File: config.mk
export PLATFORM = sky130hd
export DESIGN_NAME = k2mul_pipe
export DESIGN_NICKNAME = d
export VERILOG_FILES = /design/src/rtl/k2_pkg.sv /design/src/rtl/k2_pipe_reg.sv /design/src/rtl/k2mul_pipe.sv
export SDC_FILE = /design/constraint.sdc
export NUM_CORES = 1
export LEC_CHECK = 0
export ABC_AREA = 1
export BUFFER_PORTS_ARGS = -buffer_cell sky130_fd_sc_hd__buf_2
export CORE_MARGIN = 3
export CORE_UTILIZATION = 50
export DETAILED_ROUTE_END_ITERATION = 10
export PLACE_DENSITY = 0.68
export SKIP_LAST_GASP = 1
export SLEW_MARGIN = 25
export SYNTH_ARGS = -nofsm -noshare
export SYNTH_HDL_FRONTEND = slang
export SYNTH_SLANG_ARGS = --single-unit
File: constraint.sdc
create_clock -name clk -period 6.3 [get_ports clk]
set_input_delay 0.315 -clock clk [delete_from_list [all_inputs] [get_ports clk]]
set_output_delay 0.315 -clock clk [all_outputs]
set_load 0.01 [all_outputs]
File: src/rtl/k2_pkg.sv
// Shared constants for the Kyber K2 datapath: modulus, default widths and
// the coefficient-counter width helper.
package k2_pkg;

  localparam int KYBER_Q   = 3329;
  localparam int WID_DEF   = 24;
  localparam int WID2_DEF  = 12;
  localparam int NCOEF_DEF = 256;

  function automatic int cnt_width(input int n);
    return (n > 1) ? $clog2(n) : 1;
  endfunction

  localparam int CNT_W_DEF = cnt_width(NCOEF_DEF);

endpackage

File: src/rtl/k2_pipe_reg.sv
// Single valid/ready register slice; accepts when empty or when its content
// is being taken downstream in the same cycle.
module k2_pipe_reg #(
  parameter int DW = 8
) (
  input  logic          clk,
  input  logic          rst,
  input  logic          in_valid,
  output logic          in_ready,
  input  logic [DW-1:0] in_data,
  output logic          out_valid,
  input  logic          out_ready,
  output logic [DW-1:0] out_data
);

  logic          valid_q, valid_d;
  logic [DW-1:0] data_q, data_d;

  assign in_ready = !valid_q || out_ready;

  always_comb begin
    valid_d = valid_q;
    data_d  = data_q;
    if (in_ready) begin
      valid_d = in_valid;
      if (in_valid) data_d = in_data;
    end
  end

  always_ff @(posedge clk) begin
    if (rst) begin
      valid_q <= 1'b0;
      data_q  <= '0;
    end else begin
      valid_q <= valid_d;
      data_q  <= data_d;
    end
  end

  assign out_valid = valid_q;
  assign out_data  = data_q;

endmodule

File: src/rtl/k2mul_pipe.sv
// Two-stage Kyber coefficient multiplier feeding K2RED, with block-last tagging.
// Define K2MUL_INRED_EN to fold operands >= KYBER_Q once before multiplying.
module k2mul_pipe
  import k2_pkg::*;
#(
  parameter int WID   = WID_DEF,
  parameter int WID2  = WID2_DEF,
  parameter int NCOEF = NCOEF_DEF
) (
  input  logic            clk,
  input  logic            rst,
  input  logic            in_valid,
  output logic            in_ready,
  input  logic [WID2-1:0] a,
  input  logic [WID2-1:0] b,
  output logic            out_valid,
  input  logic            out_ready,
  output logic [WID-1:0]  c,
  output logic            out_last
);

  localparam int             CW       = cnt_width(NCOEF);
  localparam logic [CW-1:0]  LAST_CNT = CW'(NCOEF - 1);
  localparam int             S1W      = 2 * WID2 + 1;
  localparam int             S2W      = WID + 1;

  logic [CW-1:0]   cnt_q, cnt_d;
  logic            accept;
  logic [WID2-1:0] a_red, b_red;
  logic [S1W-1:0]  s1_din, s1_dout;
  logic [S2W-1:0]  s2_din, s2_dout;
  logic            s1_valid, s2_valid, s2_in_ready;
  logic            s1_last;
  logic [WID2-1:0] s1_a, s1_b;
  logic [WID-1:0]  prod;

  assign accept = in_valid && in_ready;

  always_comb begin
    cnt_d = cnt_q;
    if (accept) cnt_d = (cnt_q == LAST_CNT) ? '0 : cnt_q + CW'(1);
  end

  always_ff @(posedge clk) begin
    if (rst) cnt_q <= '0;
    else     cnt_q <= cnt_d;
  end

`ifdef K2MUL_INRED_EN
  localparam logic [WID2-1:0] Q_W = WID2'(KYBER_Q);
  assign a_red = (a >= Q_W) ? a - Q_W : a;
  assign b_red = (b >= Q_W) ? b - Q_W : b;
`else
  assign a_red = a;
  assign b_red = b;
`endif

  assign s1_din = {(cnt_q == LAST_CNT), a_red, b_red};

  k2_pipe_reg #(.DW(S1W)) u_s1 (
    .clk      (clk),
    .rst      (rst),
    .in_valid (in_valid),
    .in_ready (in_ready),
    .in_data  (s1_din),
    .out_valid(s1_valid),
    .out_ready(s2_in_ready),
    .out_data (s1_dout)
  );

  assign {s1_last, s1_a, s1_b} = s1_dout;
  // Operands are widened first so the full 2*WID2-bit product is kept.
  assign prod   = WID'(s1_a) * WID'(s1_b);
  assign s2_din = {s1_last, prod};

  k2_pipe_reg #(.DW(S2W)) u_s2 (
    .clk      (clk),
    .rst      (rst),
    .in_valid (s1_valid),
    .in_ready (s2_in_ready),
    .in_data  (s2_din),
    .out_valid(s2_valid),
    .out_ready(out_ready),
    .out_data (s2_dout)
  );

  assign out_valid     = s2_valid;
  assign {out_last, c} = s2_dout;

endmodule

=== After elaboration in Yosys (flattened, before gate mapping) ===
Cells that the tools add are included.

* Bits in registers: 60
* Input port bits: 28
* Output and inout port bits: 27

* Multiply operators: 1
* Add/subtract/negate cells: 1
* Equality and inequality tests: 1
* Mux-type cells: 1
* Reductions and logical operators: 7

{| class="wikitable"
|+ Operators by type and width
! cell !! number
|-
| 12-bit by 12-bit multiplier with 24-bit output || 1
|-
| 8-bit by 1-bit adder with 8-bit output (second input constant) || 1
|-
| 8-bit == test (second input constant) || 1
|-
| 8-bit two-way mux || 1
|-
| 2-bit AND reduction || 2
|-
| 1-bit zero test || 2
|-
| 1-bit logical OR || 2
|-
| 1-bit logical AND || 1
|}

=== Logic depth before layout (Yosys ltp) ===
Gate-level depths: netlist (run 1).

* Word-level depth: 4
* Mapped depth: 25
* Depth with buffers taken out: 24

=== By module ===
Synthesis (run 1) repeated with hierarchy kept, for this count alone.

* Cell total of the unflattened synthesis: 1116
* Area total of the unflattened synthesis: 7926.4 um^2

{| class="wikitable"
|+ By module, submodules not included
! module !! instances !! area an instance (um^2) !! cells an instance !! sequential area each (um^2)
|-
| k2mul_pipe || 1 || 5469.0 || 778 || 160.2
|-
| k2_pipe_reg || 2 || 1228.7 || 169 || 520.5
|}

=== Worst setup path before layout (run 1) ===
OpenSTA, ideal clock, no wires.

* Path type: reg-to-reg
* From: register u_s1.data_q[22] (netlist: u_s1.out_data[22])
* To: register u_s2.data_q[19] (netlist: u_s2.out_data[19])
* Data arrival time: 4444 ps
* Period minus slack after synthesis: 4553 ps
* Data required time: 6191 ps
* Path slack: 1747 ps
* Cell stages (with the launch flop): 22
* Buffers on the path: 1
* Path through: dfxtp_1 clkbuf_1 nand2_1 fa_1 inv_1 fa_1 fa_1 fa_1 inv_1 fa_1 inv_1 ha_1 nand2_1 inv_1 a21oi_1 inv_1 a21oi_1 nand2_1 nand2_1 nand3_1 nand2_1 inv_1

* Longest elaborated chain between the ends: 1

{| class="wikitable"
|+ RTL lines
! what !! RTL line !! text
|-
| from (decl) || k2_pipe_reg.sv:17 || <nowiki>logic [DW-1:0] data_q, data_d;</nowiki>
|-
| from (signal assigned) || k2_pipe_reg.sv:36 || <nowiki>data_q <= data_d;</nowiki>
|-
| 12-bit by 12-bit multiplier with 24-bit output || k2mul_pipe.sv:73 || <nowiki>assign prod = WID'(s1_a) * WID'(s1_b);</nowiki>
|-
| to (signal assigned) || k2_pipe_reg.sv:36 ||
|-
| to (decl) || k2_pipe_reg.sv:17 ||
|}

Every way passes these cells.
A chain may end at the register's enable or synchronous reset.

=== Worst setup path in the final report (run 1) ===
* From: register u_s1.data_q[3] (netlist: u_s1.out_data[3])
* To: register u_s2.data_q[19] (netlist: u_s2.out_data[19])

The elaborated chain is that of the path after synthesis.

==> results of run 1 <==
[kinds of logic after synthesis]
logic type,Yosys count
compound gates,73
flops,60
xor+xnor,8
simple gates,427
fa+ha+maj,163
buf+inv,301
[Yosys cell counts, types with 2 or more instances]
cell type	number	area (um^2)
inv_1	261	980
nand2_1	256	961
nor2_1	124	465
fa_1	100	2000
ha_1	63	788
dfxtp_1	60	1200
o21ai_0	45	225
clkbuf_1	34	128
nand3_1	34	170
a21oi_1	20	100
buf_2	5	25.0
xor2_1	5	43.8
nand4_1	3	18.8
xnor2_1	3	26.3
a211oi_1	2	15.0
and2_1	2	12.5
nand3_2	2	20.0
nor3b_1	2	15.0
[final timing paths]
| check | startpoint | to | slack (ns) | depth (start not counted) |
|---|---|---|---|---|
| max | u_s1.out_data[3] | u_s2.out_data[19] | 1.29 | 20 |
| min reg2reg | u_s2.out_data[0] | u_s2.out_data[0] | 0.48 | 2 |
| max reg2reg | u_s1.out_data[3] | u_s2.out_data[19] | 1.29 | 20 |
| min | b[10] | u_s1.out_data[10] | 0.23 | 3 |
[worst max-delay path: cells and delay by family (launching register included)]
kind / cells / cell delay (ns)
AO/OA/AOI/OAI: 2 / 0.47
AND/OR/NAND/NOR: 6 / 0.54
buffers and inverters: 6 / 0.32
adder cells (fa/ha/maj): 6 / 2.89
flip-flops: 1 / 0.70
[metal layers]
metal	vias to the layer above	global-route usage
met3	19	0.0476
met4	0	0.0543
met2	152	0.364
li1	3052	-
met5	-	0
met1	2782	0.317
[state kept, by name, summed over array words and instances, names as in the netlist]
name	count
cnt_q	8
u_s2.out_data	25
u_s1.out_data	25
u_s1.out_valid	1
u_s2.out_valid	1
[metrics by stage]
stage	power [uW]	instances	setup WS, ns
final	1510	1242	1.29
after global routing	1620	1242	0.960
after CTS	1530	1242	1.29
after detailed placement	954	1227	1.33
after global placement	953	1227	1.33
after floorplan	815	1032	1.75
[power breakdown]
| part | switching, uW | internal [uW] | total (uW) |
|---|---|---|---|
| Combinational | 301 | 189 | 490 |
| Clock | 188 | 365 | 553 |
| Sequential | 56.6 | 407 | 463 |
| Total | 546 | 961 | 1510 |
[final cells by class]
cell class,count,share of cell area
multi-input cells,671,0.622
well taps,180,0.0283
flip-flops and latches,60,0.151
clock buffers,11,0.0318
clock inverters,4,0.00913
repair buffers,55,0.0349
inverters,261,0.123
==> results.cfg, run 1 <==
[status]
status = finished clean

[synthesis]
synth_seq_area_share = 0.165
synth_nets = 1223
async_flop_share = 0
syn-cell-area_um2 = 7290
synthFlopType = dfxtp_1
synthAdderAreaFrac = 0.383
synth-seq-cells = 60
synth_edf_count = 0
synthXorXnorAreaFrac = 0.00961
synthSimpleGateAreaFrac = 0.232
ys_types = 29
synth_warnings = 0
synth_top_family_by_area = adder cells
syn_inst = 1032
avgSynthCellArea_um2 = 7.06
synth_mux_area_frac = 0
synth_compound_area_frac = 0.0534

[drt]
top_signal_layer_used = met4
drc = 0
wl_per_cell_um = 13.6
wl_met3_um = 951
wl_met2_um = 7510
met1_length_um = 8190
drt_iter0_markers = 313
vias = 6005
firstDrtPassIters = 5
ant_nets = 0
routed_wl_um = 16900
viasPerCell = 4.83

[sta]
hold_violations = 0
period_minus_slack_ns = 5.01
hold_slack_ns = 0.230
tightest_slew_ns = 0.645
skew_ns = 0.00721
rsz0062_at_grt = no
tns_ns = 0
drv_slew = 0
setup_viol = 0
slew_headroom = 0.568
fmax_ghz = 0.200
period_share = 0.795

[power_and_ir_drop]
ir_drop_v = 0.000164
powerDensity_nw_per_um2 = 189
p_leak_uw = 0.00478

[floorplanning]
fp.dieW_um = 127
core_area_um2 = 14000
io-pin-count = 55
rows = 43
die_h_um = 127
start_util = 0.519
die_area_um2 = 16100

[cells_and_area]
drive_gt1_frac = 0.0744
finalInstanceArea_um2 = 7950
final_common_cell = inv_1
final_util = 0.566
mostFrequentLayoutCells = inv_1, nand2_1, nor2_1
final_nets = 1249
area_growth_pct = 9.12
seqCellArea_um2 = 1200
multi_input_area_um2 = 4940
fill_cells = 1364
diodes = 0

[cts]
cts_root_buf = clkbuf_16
clock-sinks = 60
cts-htree-levels = 3
cts_resized = 0
cts_tree = yes
post_cts.repair.setup_buffers = 0
cts_hold_buf = 0
cts.path.max_buffers = 2
clkLatencyLatePin_ns = 0.34
clkTransAtPathRegs_ns = 0.06
numCtsBuffers = 9

[critical_path]
path_max_fanout = 13
cpMaxStageDelayCell = dfxtp_1
cp_data_arrival_time_ns = 5.25
path_cells = nand2_1, fa_1, inv_1, fa_1, fa_1, fa_1, inv_1, fa_1, inv_1, ha_1, nand2_1, inv_1, a21oi_1, inv_1, a21oi_1, nand2_1, nand2_1, nand3_1, nand2_1, inv_1
cp.required_ns = 6.54
slowest_delay_ns = 0.70
worstSetupEndpointType = flop
critPathLaunchType = flop
path_class = reg2reg
path_common_cell = inv_1

[placement]
gp_congestion = 0.894
io_buffer_count = 54
dp_hpwl_um = 13300
placed_area_um2 = 7630

[global_route]
grt_pass1_wl_um = 29500
grt_pass1_vias = 6041
antenna_found_initial = 0
grt_max_degree = 38
grt_overflow = 0
track_usage = 0.227

[run]
max_cap_viol_count = 0

[min_path]
hp-class = in2reg
Note: power is estimated with default switching activity, not from simulation.
==> run 2: changes to the inputs <==
--- a/config.mk
+++ b/config.mk
@@ -10,7 +10,7 @@
 export CORE_MARGIN = 3
 export CORE_UTILIZATION = 50
 export DETAILED_ROUTE_END_ITERATION = 10
-export PLACE_DENSITY = 0.68
+export PLACE_DENSITY = 0.71
 export SKIP_LAST_GASP = 1
 export SLEW_MARGIN = 25
 export SYNTH_ARGS = -nofsm -noshare
==> constraint.sdc (replaced) <==
create_clock -name clk -period 4.4 [get_ports clk]
set_input_delay 0.22 -clock clk [delete_from_list [all_inputs] [get_ports clk]]
set_output_delay 0.22 -clock clk [all_outputs]
set_load 0.01 [all_outputs]
==> results.cfg, run 2 (synthesis results as in run 1) <==
[sta]
hold_violations = 0
setup_viol = 9
fmax_ghz = 0.223
slew_headroom = 0.563
tightest_slew_ns = 0.654
period_share = 1.02
finalWorstSetupSlack_ns = -0.0755
tns_ns = -0.362
drv_slew = 0
skew_ns = 0.0154
period_minus_slack_ns = 4.48
rsz0062_at_grt = yes

[cts]
cts_tree = yes
numCtsBuffers = 9
cts.path.max_buffers = 2
cts-htree-levels = 3
clkLatencyLatePin_ns = 0.35
cts_root_buf = clkbuf_16
clkTransAtPathRegs_ns = 0.07
cts_hold_buf = 0
clock-sinks = 60

[global_route]
grt_max_degree = 38
grt_overflow = 0
grt-busiest-layer = met2
use_met2 = 0.392
use_met1 = 0.321
antenna_found_initial = 0
grt_pass1_vias = 6702
grt_pass1_wl_um = 31400
use_met3 = 0.0514
track_usage = 0.242

[critical_path]
crit-reg2reg-launch = u_s1.out_data[17]
startpoint = u_s1.out_data[17]
cp.required_ns = 4.69
cp_data_arrival_time_ns = 4.76
r2r-end = u_s2.out_data[15]
slowest_delay_ns = 0.54
path_class = reg2reg
endpoint = u_s2.out_data[15]
worstSetupEndpointType = flop
cpMaxStageDelayCell = fa_1
reg2reg_slack_ns = -0.08
path_max_fanout = 5
critPathLaunchType = flop
r2r.worst_path.cells = 20
path_cells = buf_6, nand2_4, fa_1, fa_2, fa_1, inv_2, fa_1, inv_2, fa_1, inv_2, ha_4, nand2_4, nor2_4, nand2_1, nand2_4, nand2_4, a21o_1, nand3_2, nand2_1, inv_1

[run]
max_cap_viol_count = 0

[cells_and_area]
mostFrequentLayoutCells = inv_1, nand2_1, nor2_1
final_nets = 1328
diodes = 0
drive_gt1_frac = 0.278
final_common_cell = inv_1
area_growth_pct = 27.7
stdcell_count = 1322
final_util = 0.663

[power_and_ir_drop]
power_uw = 2550
ir_drop_v = 0.000271
p_leak_uw = 0.00533
powerDensity_nw_per_um2 = 274

[floorplanning]
start_util = 0.519
core_area_um2 = 14000
fp.dieW_um = 127
io-pin-count = 55
die_area_um2 = 16100
rows = 43
die_h_um = 127

[drt]
routed_wl_um = 19400
drt_iter0_markers = 336
viasPerCell = 5.03
vias = 6645
ant_nets = 0
drc = 0
firstDrtPassIters = 5
wl_per_cell_um = 14.7

[placement]
gp_congestion = 0.917
io_buffer_count = 54
dp.cells = 1292
dp_slack_ns = -0.325
dp_hpwl_um = 13900

[min_path]
hp-class = in2reg
hold_depth = 3

[status]
violations = negative setup slack
status = complete, but fails checks
-- run 2: cell count changes in the layout (fill, tap and decap cells not counted), sizes merged --
cell / delta
buf: +79
bufinv: -1
clkbuf: -2
clkinv: +2
clkinvlp: +1
inv: +1
-- run 2: how the worst min path moves through the flow --
stage,startpoint,end,slack [ns]
floorplan,rst,u_s2.out_data[7],0.38
global placement,u_s2.out_data[2],u_s2.out_data[2],0.46
detailed placement,u_s2.out_data[2],u_s2.out_data[2],0.47
CTS,b[1],u_s1.out_data[1],0.12
global route,b[0],u_s1.out_data[0],0.15
finish,b[8],u_s1.out_data[8],0.13
-- run 2: layout make-up --
cell class	instances	area, um^2
Tap cell	180	225
Timing Repair Buffer	134	910
Clock inverter	7	76.3
Fill cell	1117	4740
Multi-Input combinational cell	671	5620
Inverter	261	982
Clock buffer	9	225
Sequential cell	60	1270
-- run 2: worst max-delay path: cells and delay by family, from the launching register on --
family          cells  cell delay, ns
compound gates      1            0.18
flops               1            0.39
fa+ha+maj           6            2.85
buf+inv             5            0.32
simple gates        8            0.67
-- run 2: what timing repair did --
action	in CTS	in global routing
setup buffers	7	8
resized for setup	84	136
pin swaps	36	99
endpoints found under the setup margin	16	16
-- run 2: through the flow --
step | cell area, um^2 | hold WS [ns]
final | 9300 | 0.127
after global routing | 9300 | 0.152
after CTS | 8780 | 0.122
after detailed placement | 8130 | 0.469
after global placement | 8130 | 0.460
after floorplan | 7310 | 0.380
-- run 2: report_power, final --
part,leakage (uW),switching (uW),total [uW],internal (uW)
Combinational,0.00468,666,1180,513
Sequential,0.000506,50.3,632,582
Clock,0.000142,298,739,441
-- run 2: per-layer routing --
metal  up-vias  wire length [um]
met5         -                 0
met4         0               580
met3        49               962
met2       190              9240
met1      3187              8620
li1       3219                 -
==> run 3: changes to the inputs <==
--- a/config.mk
+++ b/config.mk
@@ -7,7 +7,7 @@
 export LEC_CHECK = 0
 export ABC_AREA = 1
 export BUFFER_PORTS_ARGS = -buffer_cell sky130_fd_sc_hd__buf_2
-export CORE_MARGIN = 3
+export CORE_ASPECT_RATIO = 1.1
 export CORE_UTILIZATION = 50
 export DETAILED_ROUTE_END_ITERATION = 10
 export PLACE_DENSITY = 0.71
==> results.cfg, run 3 (synthesis results as in run 1) <==
[power_and_ir_drop]
p_int_uw = 1570
seq_power_share = 0.251
switchingPower_uw = 955
clkPwrFrac = 0.311
switching_share = 0.378
p_leak_uw = 0.00523
powerDensity_nw_per_um2 = 278
ir_drop_v = 0.000406
pwr-share-comb = 0.439

[status]
status = complete, but fails checks
violations = negative setup slack

[cts]
clkTransAtPathRegs_ns = 0.06
cts.path.max_buffers = 2
cts_hold_buf = 0
numCtsBuffers = 9
clock-sinks = 60
cts_tree = yes
clkLatencyLatePin_ns = 0.34
cts_root_buf = clkbuf_16
cts-htree-levels = 3

[floorplanning]
core_area_um2 = 14000
io-pin-count = 55
fp.dieW_um = 117
die_h_um = 129
start_util = 0.520
die_area_um2 = 15100
rows = 45

[min_path]
hold_depth = 3
worstHoldStart = a[8]
hp-class = in2reg
hold_end = u_s1.out_data[20]

[global_route]
track_usage = 0.264
grt_max_degree = 35
grt_pass1_vias = 6395
antenna_found_initial = 0
grt_pass1_wl_um = 30400
grt_overflow = 0

[placement]
io_buffer_count = 54
dp_slack_ns = -0.321
placed_area_um2 = 8120
dp_hpwl_um = 13600
gp_congestion = 0.879

[drt]
drc = 0
drt_iter0_markers = 353
ant_nets = 0
firstDrtPassIters = 4
vias = 6546
wl_per_cell_um = 13.8
viasPerCell = 4.94
routed_wl_um = 18200

[critical_path]
critPathTopFamily = adder cells
worstSetupEndpointType = flop
path_class = reg2reg
slowest_delay_ns = 0.54
path_cells = nand2_2, inv_2, fa_1, inv_2, fa_1, inv_1, fa_2, fa_1, inv_1, fa_1, inv_2, ha_4, nand2_4, nor2_1, nand2_1, nand2_2, nand2_1, nand3_1, nand3_1, nand2_1, inv_1
critPathBufInv = 6
cpMaxStageDelayCell = fa_1
critPathLaunchType = flop
r2r.worst_path.cells = 21
crit-reg2reg-launch = u_s1.out_data[17]
r2r-end = u_s2.out_data[16]
cp_data_arrival_time_ns = 4.67
reg2reg_slack_ns = -0.03
cp.required_ns = 4.64
path_max_fanout = 8
path_common_cell = fa_1

[cells_and_area]
finalInstanceArea_um2 = 9090
final_nets = 1322
multi_input_area_um2 = 5430
mostFrequentLayoutCells = inv_1, nand2_1, nor2_1
fill_cells = 1135
diodes = 0
final_common_cell = inv_1
seqCellArea_um2 = 1260
area_growth_pct = 24.7
drive_gt1_frac = 0.246

[sta]
setup_viol = 4
hold_violations = 0
period_share = 1.01
fmax_ghz = 0.226
period_minus_slack_ns = 4.43
tightest_slew_ns = 0.651
rsz0062_at_grt = yes
skew_ns = 0.00505
slew_headroom = 0.566
finalWorstSetupSlack_ns = -0.0298
drv_slew = 0

[run]
max_cap_viol_count = 0
run 3: cell types whose count changed in the layout (fill, tap and decap cells not counted), moves of 4 or more:
cell,previous run,this run
nand2_1,209,220
nand2_4,17,8
inv_1,236,243
inv_2,24,18
nand3_1,21,27
nand3_2,14,8
a21oi_2,4,8
run 3: worst max path at each step:
stage	start	end	cells after the start
4_1_cts	u_s1.out_data[19]	u_s2.out_data[21]	21
5_1_grt	u_s1.out_data[6]	u_s2.out_data[21]	22
2_1_floorplan	u_s1.out_data[15]	u_s2.out_data[14]	18
3_5_place_dp	u_s1.out_data[3]	u_s2.out_data[23]	19
3_3_place_gp	u_s1.out_data[3]	u_s2.out_data[19]	19
6_report	u_s1.out_data[17]	u_s2.out_data[16]	21
run 3: power by group through the flow:
stage                     logic (uW)  registers, uW  clock network (uW)
after floorplan                  544            626                   0
after global placement           830            641                   0
final                           1110            633                 784
after CTS                        972            633                 787
after detailed placement         834            642                   0
after global routing            1230            638                 820
run 3: through the flow:
| step | hold slack (ns) | cells | util | TNS [ns] | power, uW |
|---|---|---|---|---|---|
| 6_report | 0.123 | 1324 | 0.648 | -0.0449 | 2520 |
| 5_1_grt | 0.146 | 1324 | 0.648 | -2.32 | 2690 |
| 3_5_place_dp | 0.461 | 1297 | 0.579 | -4.19 | 1480 |
| 3_3_place_gp | 0.452 | 1297 | 0.579 | -4.04 | 1470 |
| 4_1_cts | 0.117 | 1316 | 0.623 | -0.0460 | 2390 |
| 2_1_floorplan | 0.380 | 1032 | - | 0 | 1170 |
run 3: cell type report:
type                    instances  area share
clock buffers                   9      0.0248
repair buffers                128      0.0939
clock inverters                 7      0.0109
well taps                     188      0.0259
multi-input cells             671       0.598
flip-flops and latches         60       0.139
inverters                     261       0.108
run 3: repair_timing:
action | CTS | global route
setup endpoints to repair | 16 | 16
setup buffers | 4 | 8
endpoints found under the hold margin | 0 | 0
pin swaps | 20 | 49
resized for setup | 77 | 96
run 3: metal layers:
layer / vias to the layer above / wire, um / global-route usage
met5: - / 0 / 0
met4: 0 / 469 / 0.103
met2: 159 / 8950 / 0.432
met3: 30 / 741 / 0.0353
li1: 3206 / - / -
met1: 3151 / 8090 / 0.354
run 3: tightest hold or removal path, cell delays in order:
cell	delay (ns)
buf_2	0.07
o21ai_0	0.07
nor2_1	0.07
